<file path="src/rtl/maze_pkg.sv">
// Maze geometry and the tag type that travels alongside each ROM lookup.
package maze_pkg;
  localparam int unsigned TILE_WIDTH  = 17;
  localparam int unsigned TILE_HEIGHT = 15;
  localparam int unsigned MAZE_COLS   = 28;
  localparam int unsigned MAZE_ROWS   = 31;
  localparam int unsigned TAG_ID_W    = 3;

  typedef logic [4:0] tile_idx_t;

  typedef struct packed {
    logic                valid;
    logic [TAG_ID_W-1:0] id;
    logic                oob;
  } lookup_tag_t;
endpackage

</file>
<file path="src/rtl/rr_arbiter.sv">
// Round-robin pick of the first eligible requester at or after a rotating pointer.
// The pointer advances past each winner and holds when nothing is eligible.
module rr_arbiter #(
  parameter int unsigned N  = 8,
  parameter int unsigned PW = $clog2(N)
) (
  input  logic          clk,
  input  logic          reset_n,
  input  logic [N-1:0]  eligible,
  output logic          grant_vld,
  output logic [PW-1:0] grant_id
);
  logic [PW-1:0] ptr_q, ptr_d;
  logic [PW:0]   idx;

  always_comb begin
    grant_vld = 1'b0;
    grant_id  = '0;
    idx       = '0;
    for (int unsigned k = 0; k < N; k++) begin
      idx = {1'b0, ptr_q} + (PW+1)'(k);
      if (idx >= (PW+1)'(N)) idx = idx - (PW+1)'(N);
      if (!grant_vld && eligible[idx[PW-1:0]]) begin
        grant_vld = 1'b1;
        grant_id  = idx[PW-1:0];
      end
    end
  end

  // Explicit wrap so non-power-of-two requester counts work.
  always_comb begin
    ptr_d = ptr_q;
    if (grant_vld) ptr_d = (grant_id == PW'(N-1)) ? '0 : grant_id + PW'(1);
  end

  always_ff @(posedge clk or negedge reset_n) begin
    if (!reset_n) ptr_q <= '0;
    else          ptr_q <= ptr_d;
  end
endmodule

</file>
<file path="src/rtl/maze_lookup_arb.sv">
// Shares one synchronous maze-wall ROM port between all tile-wall requesters,
// one round-robin grant per clock, with a per-requester req/ack handshake.
module maze_lookup_arb #(
  parameter int unsigned NUM_REQ     = 8,
  parameter int unsigned ROW_W       = 5,
  parameter int unsigned COL_W       = 5,
  parameter int unsigned MAZE_ROWS   = 31,
  parameter int unsigned MAZE_COLS   = 28,
  parameter int unsigned ROM_LATENCY = 1
) (
  input  logic                     clk,
  input  logic                     reset_n,
  input  logic [NUM_REQ-1:0]       req,
  input  logic [NUM_REQ*ROW_W-1:0] req_row,
  input  logic [NUM_REQ*COL_W-1:0] req_col,
  output logic [NUM_REQ-1:0]       ack,
  output logic [NUM_REQ-1:0]       rsp_wall,
  output logic                     rom_en,
  output logic [ROW_W-1:0]         rom_row,
  output logic [COL_W-1:0]         rom_col,
  input  logic                     rom_wall,
  output logic                     busy
);
  import maze_pkg::*;

  localparam int unsigned IDW = $clog2(NUM_REQ);

  logic [NUM_REQ-1:0] inflight_q, inflight_d, eligible, grant_hot, exit_hot;
  logic [NUM_REQ-1:0] ack_q, rsp_wall_q, rsp_wall_d;
  logic               grant_vld, sel_oob, rom_en_q;
  logic [IDW-1:0]     grant_id;
  logic [ROW_W-1:0]   sel_row, rom_row_q;
  logic [COL_W-1:0]   sel_col, rom_col_q;
  lookup_tag_t        tag_q [ROM_LATENCY+1];
  lookup_tag_t        tag_new, tag_exit;

  assign eligible = req & ~inflight_q;

  rr_arbiter #(.N(NUM_REQ), .PW(IDW)) u_arb (
    .clk       (clk),
    .reset_n   (reset_n),
    .eligible  (eligible),
    .grant_vld (grant_vld),
    .grant_id  (grant_id)
  );

  always_comb begin
    grant_hot = '0;
    sel_row   = '0;
    sel_col   = '0;
    for (int unsigned i = 0; i < NUM_REQ; i++) begin
      if (grant_vld && grant_id == IDW'(i)) begin
        grant_hot[i] = 1'b1;
        sel_row      = req_row[i*ROW_W +: ROW_W];
        sel_col      = req_col[i*COL_W +: COL_W];
      end
    end
  end

  assign sel_oob  = (sel_row >= ROW_W'(MAZE_ROWS)) || (sel_col >= COL_W'(MAZE_COLS));
  assign tag_new  = '{valid: grant_vld, id: TAG_ID_W'(grant_id), oob: sel_oob};
  assign tag_exit = tag_q[ROM_LATENCY];

  // Off-maze tiles never touch the ROM but still answer "wall" on the normal schedule.
  always_comb begin
    exit_hot   = '0;
    rsp_wall_d = rsp_wall_q;
    for (int unsigned i = 0; i < NUM_REQ; i++) begin
      if (tag_exit.valid && tag_exit.id == TAG_ID_W'(i)) begin
        exit_hot[i]   = 1'b1;
        rsp_wall_d[i] = tag_exit.oob | rom_wall;
      end
    end
  end

  assign inflight_d = (inflight_q | grant_hot) & ~exit_hot;

  always_ff @(posedge clk or negedge reset_n) begin
    if (!reset_n) begin
      inflight_q <= '0;
      ack_q      <= '0;
      rsp_wall_q <= '1;
      rom_en_q   <= 1'b0;
      rom_row_q  <= '0;
      rom_col_q  <= '0;
      for (int unsigned k = 0; k <= ROM_LATENCY; k++) tag_q[k] <= '0;
    end else begin
      inflight_q <= inflight_d;
      ack_q      <= exit_hot;
      rsp_wall_q <= rsp_wall_d;
      rom_en_q   <= grant_vld & ~sel_oob;
      if (grant_vld && !sel_oob) begin
        rom_row_q <= sel_row;
        rom_col_q <= sel_col;
      end
      tag_q[0] <= tag_new;
      for (int unsigned k = 1; k <= ROM_LATENCY; k++) tag_q[k] <= tag_q[k-1];
    end
  end

  assign ack      = ack_q;
  assign rsp_wall = rsp_wall_q;
  assign rom_en   = rom_en_q;
  assign rom_row  = rom_row_q;
  assign rom_col  = rom_col_q;
  assign busy     = |inflight_q;
endmodule

</file>
<file path="config.mk">
export PLATFORM = sky130hd
export DESIGN_NAME = maze_lookup_arb
export DESIGN_NICKNAME = d
export VERILOG_FILES = /design/src/rtl/maze_pkg.sv /design/src/rtl/rr_arbiter.sv /design/src/rtl/maze_lookup_arb.sv
export SDC_FILE = /design/constraint.sdc
export NUM_CORES = 1
export LEC_CHECK = 0
export ABC_AREA = 1
export CAP_MARGIN = 20
export CORE_ASPECT_RATIO = 2
export CORE_MARGIN = 10
export CORE_UTILIZATION = 30
export DETAILED_ROUTE_END_ITERATION = 10
export GPL_TIMING_DRIVEN = 0
export PLACE_DENSITY = 0.55
export SLEW_MARGIN = 0
export SYNTH_ARGS = -nofsm -noshare
export SYNTH_HDL_FRONTEND = slang
export SYNTH_SLANG_ARGS = --single-unit
</file>
<file path="constraint.sdc">
create_clock -name clk -period 7.05 [get_ports clk]
set_clock_uncertainty 0.1 [all_clocks]
set_input_delay 1.0575 -clock clk [delete_from_list [all_inputs] [get_ports clk]]
set_output_delay 1.0575 -clock clk [all_outputs]
set_load 0.01 [all_outputs]
</file>
==> impl_metrics.csv <==
group,metric,value,unit
clock_network,ctsHtreeMaxLevel,2,
clock_network,cts-root-buf,"clkbuf_16",
synthesis,yosysWarnings,0,
sta,slew_headroom,60.36,%
worst_setup_path,critPathMaxStageDelay,0.49,ns
worst_hold_path,hp-class,"flip-flop to flip-flop",
floorplanning,core.rowCount,56,
synthesis,ys_ff_latch,48,
sta,maxSlewViolCount,0,
synthesis,synth_edf_count,0,
synthesis,synthesis.area,3606,sq um
finish,final_nets,743,
worst_setup_path,endpoint_kind,"flip-flop",
floorplanning,fp.dieH,175.0,microns
synthesis,avgSynthCellArea,6.961,sq um
sta,finalSetupViolCount,0,
job,drv_cap,0,
worst_setup_path,cp_data_arrival_time,5.44,ns
global_route,grt_remaining_overflow,0,
routing,drc,0,
synthesis,synth_nets,617,
routing,ant_nets,0,
placement,port_buffers,118,
worst_setup_path,endpoint,"rom_col[3]$_DFFE_PN0P_",
global_route,grt_pass1_vias,3901,
synthesis,synthTopCellsByArea,"dfrtp_1 28%, nand2_1 14%, nand3_1 11%",
sta,fin_crit_sh,76.10,%
sta,period_needed,5.365,ns
sta,timing.hold.ws,0.2454,ns
synthesis,async_reset_ff_share,100.0,%
sta,tightest_slew,0.5924,ns
synthesis,synth.distinct_cells,40,
worst_setup_path,worst-path-max-fanout,10,
sta,finalHoldViolations,0,
floorplanning,ios,119,
clock_network,clk_latency,0.28,ns
synthesis,synth_flop_cell,"dfrtp_1",
run_status,status,"finished, final reports clean",
clock_network,clockBufferDepth,2,
routing,wirelength,12.66,mm
routing,drtPass1Iterations,6,
worst_setup_path,path_class,"input pin to flip-flop",
floorplanning,die_w,97.53,microns
finish,drive_gt1_share,12.25,%
worst_setup_path,crit_required,7.13,ns
floorplanning,coreArea,11770,sq um
worst_setup_path,startpoint_type,"input pin",
finish,area_delta_synth_final,42.26,%
worst_setup_path,cpMaxStageDelayCell,"clkdlybuf4s50_1",
finish,n_antenna_cell,0,
floorplanning,die-area,17070,sq um
worst_setup_path,r2r-end,"rom_col[3]$_DFFE_PN0P_",
clock_network,clock_sinks,48,
placement,gp_congestion,0.8763,
synthesis,ys_seq_area_share,33.59,%
sta,tns,0,ns
sta,fmax,186.4,MHz
routing,drtIter0Drc,208,
sta,rsz0062_at_grt,"false",
synthesis,synth_cells,518,
clock_network,cts.clk_slew.worst_paths,0.06,ns
global_route,antenna_found_initial,0,
clock_network,post-cts-setup-buffer-count,0,
routing,vias_per_cell,4.876,
clock_network,cts_resized,0,
global_route,grt.total_usage,14.16,%
placement,post-dp-hpwl,10.97,mm
worst_setup_path,cp_common_cell,"nand2_1",
floorplanning,initial_core_util,30.63,%
synthesis,yosysTopAreaCell,"dfrtp_1",
worst_setup_path,critPathLaunch,"req[5]",
worst_setup_path,reg2reg_slack,1.78,ns
global_route,grt_max_degree,29,
synthesis,synth_top_cell_area_share,27.76,%
clock_network,cts_tree,"built",
clock_network,hold_buffers,0,
worst_setup_path,reg2reg_depth,33,
global_route,grt_pass1_wl,19.76,mm
clock_network,cts_made_buffers,5,
worst_setup_path,timing.rr.start,"u_arb.ptr_q[1]$_DFFE_PN0P_",
routing,post_drt_wl_per_cell,16.03,microns
routing,vias,3852,
stage by stage:
stage / cell area, sq um / setup WS (ns) / instances / util [%]
floorplan: 3606 / 2.732 / 518 / -
global placement: 4969 / 1.436 / 781 / 42.21
detailed placement: 4984 / 1.399 / 782 / 42.34
CTS: 5130 / 1.673 / 790 / 43.58
global route: 5130 / 1.273 / 790 / 43.58
finish: 5130 / 1.685 / 790 / 43.58
placed cells by master (no fill, tap or decap), types with 2 or more instances in the layout:
master,count
ha_1,8
inv_2,8
clkbuf_1,2
inv_1,58
a21oi_1,24
dfrtp_1,40
nor3_1,4
nor2_1,40
o211ai_1,3
or2_2,8
nand3_1,82
o21ai_1,2
buf_2,10
nor2_4,3
nand3b_1,4
buf_4,3
nand2_4,4
nand3_2,4
buf_6,5
clkbuf_16,5
nand4_2,3
nor4_1,3
clkdlybuf4s50_1,117
nand2_2,5
nand4_1,14
o21a_1,2
nor2_2,5
o21ai_0,17
nand2_1,135
or2_1,5
dfstp_2,8
synthesized netlist by cell type (2+ instances only):
| library cell | n |
|---|---|
| buf_4 | 3 |
| nand2_1 | 135 |
| nand4_1 | 14 |
| nand4_2 | 3 |
| nand3_2 | 4 |
| nand2_4 | 4 |
| nor2_4 | 3 |
| nand3_1 | 82 |
| nor2_2 | 5 |
| o211ai_1 | 3 |
| or2_1 | 5 |
| nor4_1 | 3 |
| inv_1 | 58 |
| dfrtp_1 | 40 |
| or2_2 | 8 |
| o21ai_0 | 17 |
| dfstp_2 | 8 |
| a21oi_1 | 24 |
| o21a_1 | 2 |
| nor3_1 | 4 |
| inv_2 | 8 |
| buf_2 | 9 |
| nor2_1 | 40 |
| nand2_2 | 5 |
| o21ai_1 | 2 |
| nand3b_1 | 4 |
| buf_6 | 5 |
| ha_1 | 8 |
registers in the layout, summed over array words and instances, names as in the netlist:
register and cells:
tag_q 5, rom_row 5, rom_en 1, inflight_q 8, rsp_wall 8, tag_exit 5
u_arb.ptr_q 3, ack 8, rom_col 5
routing by layer:
metal	GRT usage, %	part of all wire [%]	vias up
met4	5.603	2.7	0
li1	-	-	1931
met1	13.11	34	1744
met3	3.753	6.8	24
met5	0	0	-
met2	27.92	56	153
critical path, delay by kind of cell:
| family | cells | cell delay, ns |
|---|---|---|
| fa+ha+maj | 1 | 0.22 |
| buf+inv | 4 | 0.97 |
| compound gates | 4 | 0.89 |
| simple gates | 22 | 2.30 |
worst min-delay path by stage:
stage,from,end,slack (ns),depth (start not counted)
global route,tag_q[5]$_DFF_PN0_,tag_exit[0]$_DFF_PN0_,0.26,0
finish,tag_q[9]$_DFF_PN0_,tag_exit[4]$_DFF_PN0_,0.25,0
floorplan,tag_q[5]$_DFF_PN0_,tag_exit[0]$_DFF_PN0_,0.23,0
CTS,tag_q[9]$_DFF_PN0_,tag_exit[4]$_DFF_PN0_,0.25,0
detailed placement,tag_q[5]$_DFF_PN0_,tag_exit[0]$_DFF_PN0_,0.23,0
global placement,tag_q[9]$_DFF_PN0_,tag_exit[4]$_DFF_PN0_,0.23,0
final cells by class:
cell class | count | area, sq um
well taps | 145 | 181.4
flip-flops and latches | 48 | 1211
clock buffers | 8 | 146.4
repair buffers | 119 | 1196
multi-input cells | 386 | 2019
fillers | 1250 | 6641
plain buffers | 18 | 127.6
inverters | 66 | 247.7
cells by family (layout without fill, tap and decap cells):
| kind of cell | Yosys count | after routing | synth area share (%) |
|---|---|---|---|
| DFF | 48 | 48 | 33.59 |
| and+or+nand+nor | 322 | 322 | 43.51 |
| AOI/OAI and AO/OA | 53 | 53 | 8.571 |
| adders and majority gates | 8 | 8 | 2.776 |
| xor gates and xnor gates | 3 | 3 | 1.145 |
| buffers and inverters | 84 | 211 | 10.41 |
Power is left out: the tool's default activity adds up to more than one toggle a clock period on the data nets, which glitch-free logic cannot reach.
